$ cat config.mk
export PLATFORM = sky130hd
export DESIGN_NAME = fetch_btb_predictor
export DESIGN_NICKNAME = d
export VERILOG_FILES = /design/src/rtl/fetch_btb_predictor.sv
export SDC_FILE = /design/constraint.sdc
export NUM_CORES = 1
export LEC_CHECK = 0
export ABC_AREA = 1
export CAP_MARGIN = 20
export CORE_MARGIN = 4
export CORE_UTILIZATION = 30
export CTS_CLUSTER_DIAMETER = 40
export CTS_CLUSTER_SIZE = 14
export DETAILED_ROUTE_END_ITERATION = 16
export PLACE_DENSITY = 0.49
export SYNTH_ARGS = -nofsm -noshare
export SYNTH_HDL_FRONTEND = slang
export SYNTH_SLANG_ARGS = --single-unit
$ cat constraint.sdc
create_clock -name clk -period 4.6 [get_ports clk]
set_clock_uncertainty 0.2 [all_clocks]
set_input_delay 0.46 -clock clk [delete_from_list [all_inputs] [get_ports clk]]
set_output_delay 0.46 -clock clk [all_outputs]
set_load 0.02 [all_outputs]
$ cat src/rtl/fetch_btb_predictor.sv
// -----------------------------------------------------------------------------
// fetch_btb_predictor
//   Set-associative branch target buffer for the instruction-fetch stage.
//   Each entry holds valid, tag, target and a saturating direction counter.
//   Sets with two ways keep one LRU bit, which records the least-recently-used
//   way. Lookups are combinational and zero-latency. Resolved-branch updates
//   arrive one per cycle and are written on clk.
//
// Parameters
//   ADDR_W  PC/target width
//   SETS    number of sets (power of two, >= 2)
//   WAYS    associativity (1 or 2)
//   CTR_W   direction counter width (1..3)
//
// Ports
//   clk, rst      clock, synchronous active-high reset (clears valid/LRU/ctr)
//   flush         invalidate all entries at the next edge (update discarded)
//   lk_pc         fetch PC looked up this cycle
//   lk_hit        valid matching entry found
//   lk_taken      hit and counter MSB set
//   lk_target     predicted target, 0 on miss
//   upd_valid     resolved-branch update strobe
//   upd_pc        PC of the resolved branch
//   upd_taken     actual outcome
//   upd_target    actual taken target
//
// Build option
//   BTB_UPDATE_BYPASS_EN  forward a same-cycle update to the same PC onto the
//                         lookup outputs. When it is undefined, a lookup sees
//                         the pre-update table contents.
// -----------------------------------------------------------------------------
module fetch_btb_predictor #(
  parameter int ADDR_W = 32,
  parameter int SETS   = 4,
  parameter int WAYS   = 2,
  parameter int CTR_W  = 2
) (
  input  logic              clk,
  input  logic              rst,
  input  logic              flush,
  input  logic [ADDR_W-1:0] lk_pc,
  output logic              lk_hit,
  output logic              lk_taken,
  output logic [ADDR_W-1:0] lk_target,
  input  logic              upd_valid,
  input  logic [ADDR_W-1:0] upd_pc,
  input  logic              upd_taken,
  input  logic [ADDR_W-1:0] upd_target
);

  localparam int IDX_W = $clog2(SETS);
  localparam int TAG_W = ADDR_W - IDX_W - 2;
  localparam int WAY_W = (WAYS > 1) ? $clog2(WAYS) : 1;
  localparam logic [CTR_W-1:0] CTR_INIT = CTR_W'(1) << (CTR_W - 1);

  logic [WAYS-1:0]   valid_q  [SETS];
  logic [TAG_W-1:0]  tag_q    [SETS][WAYS];
  logic [ADDR_W-1:0] target_q [SETS][WAYS];
  logic [CTR_W-1:0]  ctr_q    [SETS][WAYS];
  logic              lru_q    [SETS];

  logic [IDX_W-1:0] lk_idx, upd_idx;
  logic [TAG_W-1:0] lk_tag, upd_tag;

  assign lk_idx  = lk_pc[IDX_W+1:2];
  assign lk_tag  = lk_pc[ADDR_W-1:IDX_W+2];
  assign upd_idx = upd_pc[IDX_W+1:2];
  assign upd_tag = upd_pc[ADDR_W-1:IDX_W+2];

  // Byte-offset bits never take part in indexing or tagging.
  logic unused;
  assign unused = ^{lk_pc[1:0], upd_pc[1:0]};

  // ---------------------------------------------------------------- lookup
  logic             lk_found;
  logic [WAY_W-1:0] lk_way;

  always_comb begin
    lk_found = 1'b0;
    lk_way   = '0;
    for (int unsigned w = 0; w < WAYS; w++) begin
      if (!lk_found && valid_q[lk_idx][WAY_W'(w)] &&
          tag_q[lk_idx][WAY_W'(w)] == lk_tag) begin
        lk_found = 1'b1;
        lk_way   = WAY_W'(w);
      end
    end
  end

  // ---------------------------------------------------------------- update
  logic             upd_hit, inv_found, upd_write;
  logic [WAY_W-1:0] hit_way, inv_way, victim_way, sel_way;
  logic [CTR_W-1:0] ctr_cur, ctr_next;
  logic [ADDR_W-1:0] tgt_next;

  always_comb begin
    upd_hit   = 1'b0;
    hit_way   = '0;
    inv_found = 1'b0;
    inv_way   = '0;
    for (int unsigned w = 0; w < WAYS; w++) begin
      if (!upd_hit && valid_q[upd_idx][WAY_W'(w)] &&
          tag_q[upd_idx][WAY_W'(w)] == upd_tag) begin
        upd_hit = 1'b1;
        hit_way = WAY_W'(w);
      end
      if (!inv_found && !valid_q[upd_idx][WAY_W'(w)]) begin
        inv_found = 1'b1;
        inv_way   = WAY_W'(w);
      end
    end

    if (inv_found)      victim_way = inv_way;
    else if (WAYS == 2) victim_way = WAY_W'(lru_q[upd_idx]);
    else                victim_way = '0;

    sel_way = upd_hit ? hit_way : victim_way;
    ctr_cur = ctr_q[upd_idx][hit_way];

    if (!upd_hit)
      ctr_next = CTR_INIT;
    else if (upd_taken)
      ctr_next = (ctr_cur == '1) ? ctr_cur : ctr_cur + CTR_W'(1);
    else
      ctr_next = (ctr_cur == '0) ? ctr_cur : ctr_cur - CTR_W'(1);

    tgt_next  = upd_taken ? upd_target : target_q[upd_idx][hit_way];
    // A not-taken miss leaves the table untouched.
    upd_write = upd_valid && (upd_hit || upd_taken);
  end

  always_ff @(posedge clk) begin
    if (rst) begin
      for (int unsigned s = 0; s < SETS; s++) begin
        valid_q[s] <= '0;
        lru_q[s]   <= 1'b0;
        for (int unsigned w = 0; w < WAYS; w++)
          ctr_q[s][w] <= '0;
      end
    end else if (flush) begin
      for (int unsigned s = 0; s < SETS; s++)
        valid_q[s] <= '0;
    end else if (upd_write) begin
      valid_q[upd_idx][sel_way]  <= 1'b1;
      tag_q[upd_idx][sel_way]    <= upd_tag;
      target_q[upd_idx][sel_way] <= tgt_next;
      ctr_q[upd_idx][sel_way]    <= ctr_next;
      // The way just written becomes MRU, so the other way is now LRU.
      if (WAYS == 2)
        lru_q[upd_idx] <= ~sel_way[0];
    end
  end

  // ---------------------------------------------------------------- outputs
  always_comb begin
    lk_hit    = lk_found;
    lk_taken  = lk_found & ctr_q[lk_idx][lk_way][CTR_W-1];
    lk_target = lk_found ? target_q[lk_idx][lk_way] : '0;
`ifdef BTB_UPDATE_BYPASS_EN
    if (upd_write && !flush && !rst && upd_idx == lk_idx && upd_tag == lk_tag) begin
      lk_hit    = 1'b1;
      lk_taken  = ctr_next[CTR_W-1];
      lk_target = tgt_next;
    end
`endif
  end

endmodule

==> metrics.cfg <==
[yosys]
synth_nets = 3078
synth-warning-count = 0
yosysMostFrequentCell = nand2_1
yosysSeqAreaShare_pct = 58.0
synth.top_cell.area_share_pct = 57.4
ys_top_cells_by_area = edfxtp_1, nand2_1, o21ai_0
synth-compound-area-share_pct = 13.1
async_flop_share_pct = 0
avgSynthCellArea_um2 = 8.79
synth_top_area_cell = edfxtp_1
synthSimpleGateAreaFrac_pct = 21.7
synth_xor_area_share_pct = 0.636
synth_edf_count = 500
synthAdderAreaFrac_pct = 0
yosysUniqueCellTypes = 35
muxShareOfSynthArea_pct = 0
synth_top_family_by_area = simple AND/OR/NAND/NOR gates
ys_ff_latch = 508
synth_ff_type = edfxtp_1
netlist_area_um2 = 26200
ys_top_cells_by_count = nand2_1, edfxtp_1, o21ai_0, inv_1, nand3_1
synthCells = 2977

[setup_path]
cp.depth = 14
crit_slowest_cell = clkdlybuf4s50_1
worstRegToRegCells = 18
critical_path_buf_inv_count = 3
worst_path_dominant_cell_family = simple AND/OR/NAND/NOR gates
ff2ff_setup_slack_ns = 1.12
critPathMaxStageDelay_ns = 0.64
cp_max_fo = 27
arrival_ns = 3.85
start_kind = flip-flop
path_cells = nand2_1 -> nand3_1 -> nand2_1 -> xor2_1 -> nand4_1 -> nor2_1 -> nand3_1 -> nor3_4 -> nand2_2 -> buf_12 -> nand2_1 -> nand2_1 -> inv_1 -> clkdlybuf4s50_1
crit_required_ns = 3.94
cp_common_cell = nand2_1
crit_type = flip-flop to output port
rr_startpoint = tag_q[1][12]
r2r_end = target_q[1][5]
crit_path_end_kind = output port

[route]
postRouteAntennaNets = 0
vias = 21600
drc_errors = 0
firstDrtPassIters = 5
avgRoutedWirePerCell_um = 20.8
drt_iter0_drc = 1889
finalWirelength_mm = 90.2
vias_per_cell = 5.00

[clock_network]
ctsHoldBuffers = 0
ctsResizeCount = 0
clk_root_buffer_cell = clkbuf_16
clockBufferDepth = 3
clk_pin_slew_ns = 0.06
clk_latency_ns = 0.63
cts_sinks = 508
cts_tree = yes
numCtsBuffers = 80
postCtsSetupBuffers = 0
htreeDepth = 3

[placement]
place_hpwl_mm = 53.8
place_congestion = 0.839
io_buffers = 130
dpl-instance-area_um2 = 29400
post-place-cells = 4181

[floorplanning]
fp.dieH_um = 303
top_level_ports = 135
core_area_um2 = 86600
dieWidth_um = 303
die_area_um2 = 92000
rows = 108
initial_core_util_pct = 30.2

[global_routing]
grt_usage_pct = 19.3
grt_first_pass_wirelength_mm = 133
grt_max_degree = 154
antenna_found_initial = 6
grt_overflow = 0
grt_pass1_vias = 20900

[timing]
slew_headroom_pct = 26.2
whs_ns = 0.291
drv_slew = 0
rsz0062_at_grt = false
hold_viol = 0
period_share_pct = 98.1
fmax_mhz = 222
setup_tns_ns = 0
setup_viol = 0
worst_pin_slew_ns = 1.11
period_needed_ns = 4.51

[finish]
stdcell_area_um2 = 32000
area.growth.synth_to_final_pct = 22.5
instances_no_fill = 4330
n_fill_cell = 8701
drive_above_1_share_pct = 8.29
fin_nets = 3209
regArea_um2 = 15200
multiInputGateArea_um2 = 9320

[min_path]
hp-class = flip-flop to flip-flop
holdPathEnd = valid_q[0][0]
min_from = valid_q[0][0]
hold-path-cell-count = 2

[power_and_ir_drop]
p_leak_uw = 0.0129
p_per_area_nw_per_um2 = 377
vdd_drop_max_mv = 0.238

[run_status]
status = finished, final reports clean

[job]
max-cap-violations = 0

-- report_power, final --
part	switching (uW)	internal, uW
registers	8.75	5140
logic	718	337
clock network	2340	3530
-- logic make-up (layout without fill, tap and decap cells) --
kind of cell / after synthesis / count (layout)
xor gates and xnor gates: 19 / 19
DFF: 508 / 508
buffers and inverters: 421 / 616
AOI/OAI and AO/OA: 603 / 603
other: 0 / 3
and+or+nand+nor: 1426 / 1426
-- cell usage in the layout, fill, tap and decap left out, types with 6 or more instances in the layout --
master	count
o22ai_1	22
clkinv_4	10
clkbuf_1	10
buf_4	57
clkinv_2	9
dfxtp_1	8
o21ai_0	310
o221ai_1	31
xor2_1	14
inv_1	229
clkinvlp_4	12
o21ai_1	8
buf_12	41
inv_4	8
clkdlybuf4s50_1	125
nor2_1	131
a21oi_1	147
clkbuf_16	81
a221oi_1	36
edfxtp_1	500
a22o_1	6
a22oi_1	34
inv_6	11
nand3_1	209
nand2_1	1060
-- layer usage --
| metal | share of wire (%) | vias up | GRT usage (%) |
|---|---|---|---|
| li1 | - | 10500 | - |
| met3 | 7.2 | 168 | 3.35 |
| met4 | 3.0 | 6 | 6.87 |
| met5 | 0.045 | - | 0 |
| met2 | 47 | 738 | 31.3 |
| met1 | 43 | 10300 | 26.2 |
-- area by class of cell --
class                   instances  share of cell area [%]
repair buffers                227                    7.91
well taps                    1155                    4.51
multi-input cells            2048                    29.1
diodes                          3                  0.0234
clock inverters                55                    1.75
clock buffers                  91                    6.44
inverters                     243                    2.93
flip-flops and latches        508                    47.4
-- stage by stage --
step	power, uW	utilization, %	setup slack (ns)
after floorplan	5820	-	0.710
after global placement	6280	34.0	0.176
after detailed placement	6290	34.0	0.175
after CTS	12200	37.0	0.0734
after global routing	12500	37.0	0.0148
final	12100	37.0	0.0873
-- worst max-delay path by stage --
stage | start | to
4_1_cts | tag_q[3][11] | lk_target[5]
3_5_place_dp | lk_pc[2] | lk_target[5]
2_1_floorplan | upd_pc[3] | tag_q[2][28]
5_1_grt | lk_pc[2] | lk_target[5]
3_3_place_gp | lk_pc[2] | lk_target[5]
6_report | tag_q[3][11] | lk_target[5]
-- tightest hold or removal path, cell delays in order (launching register included) --
cell	delay (ns)
dfxtp_1	0.33
nand2_1	0.07
nand2_1	0.05
-- state kept, by name, indices dropped and copies added (netlist names) --
| signal | flops |
|---|---|
| tag_q | 224 |
| target_q | 256 |
| lru_q | 4 |
| ctr_q | 16 |
| valid_q | 8 |
(Power assumes the default switching activity.)
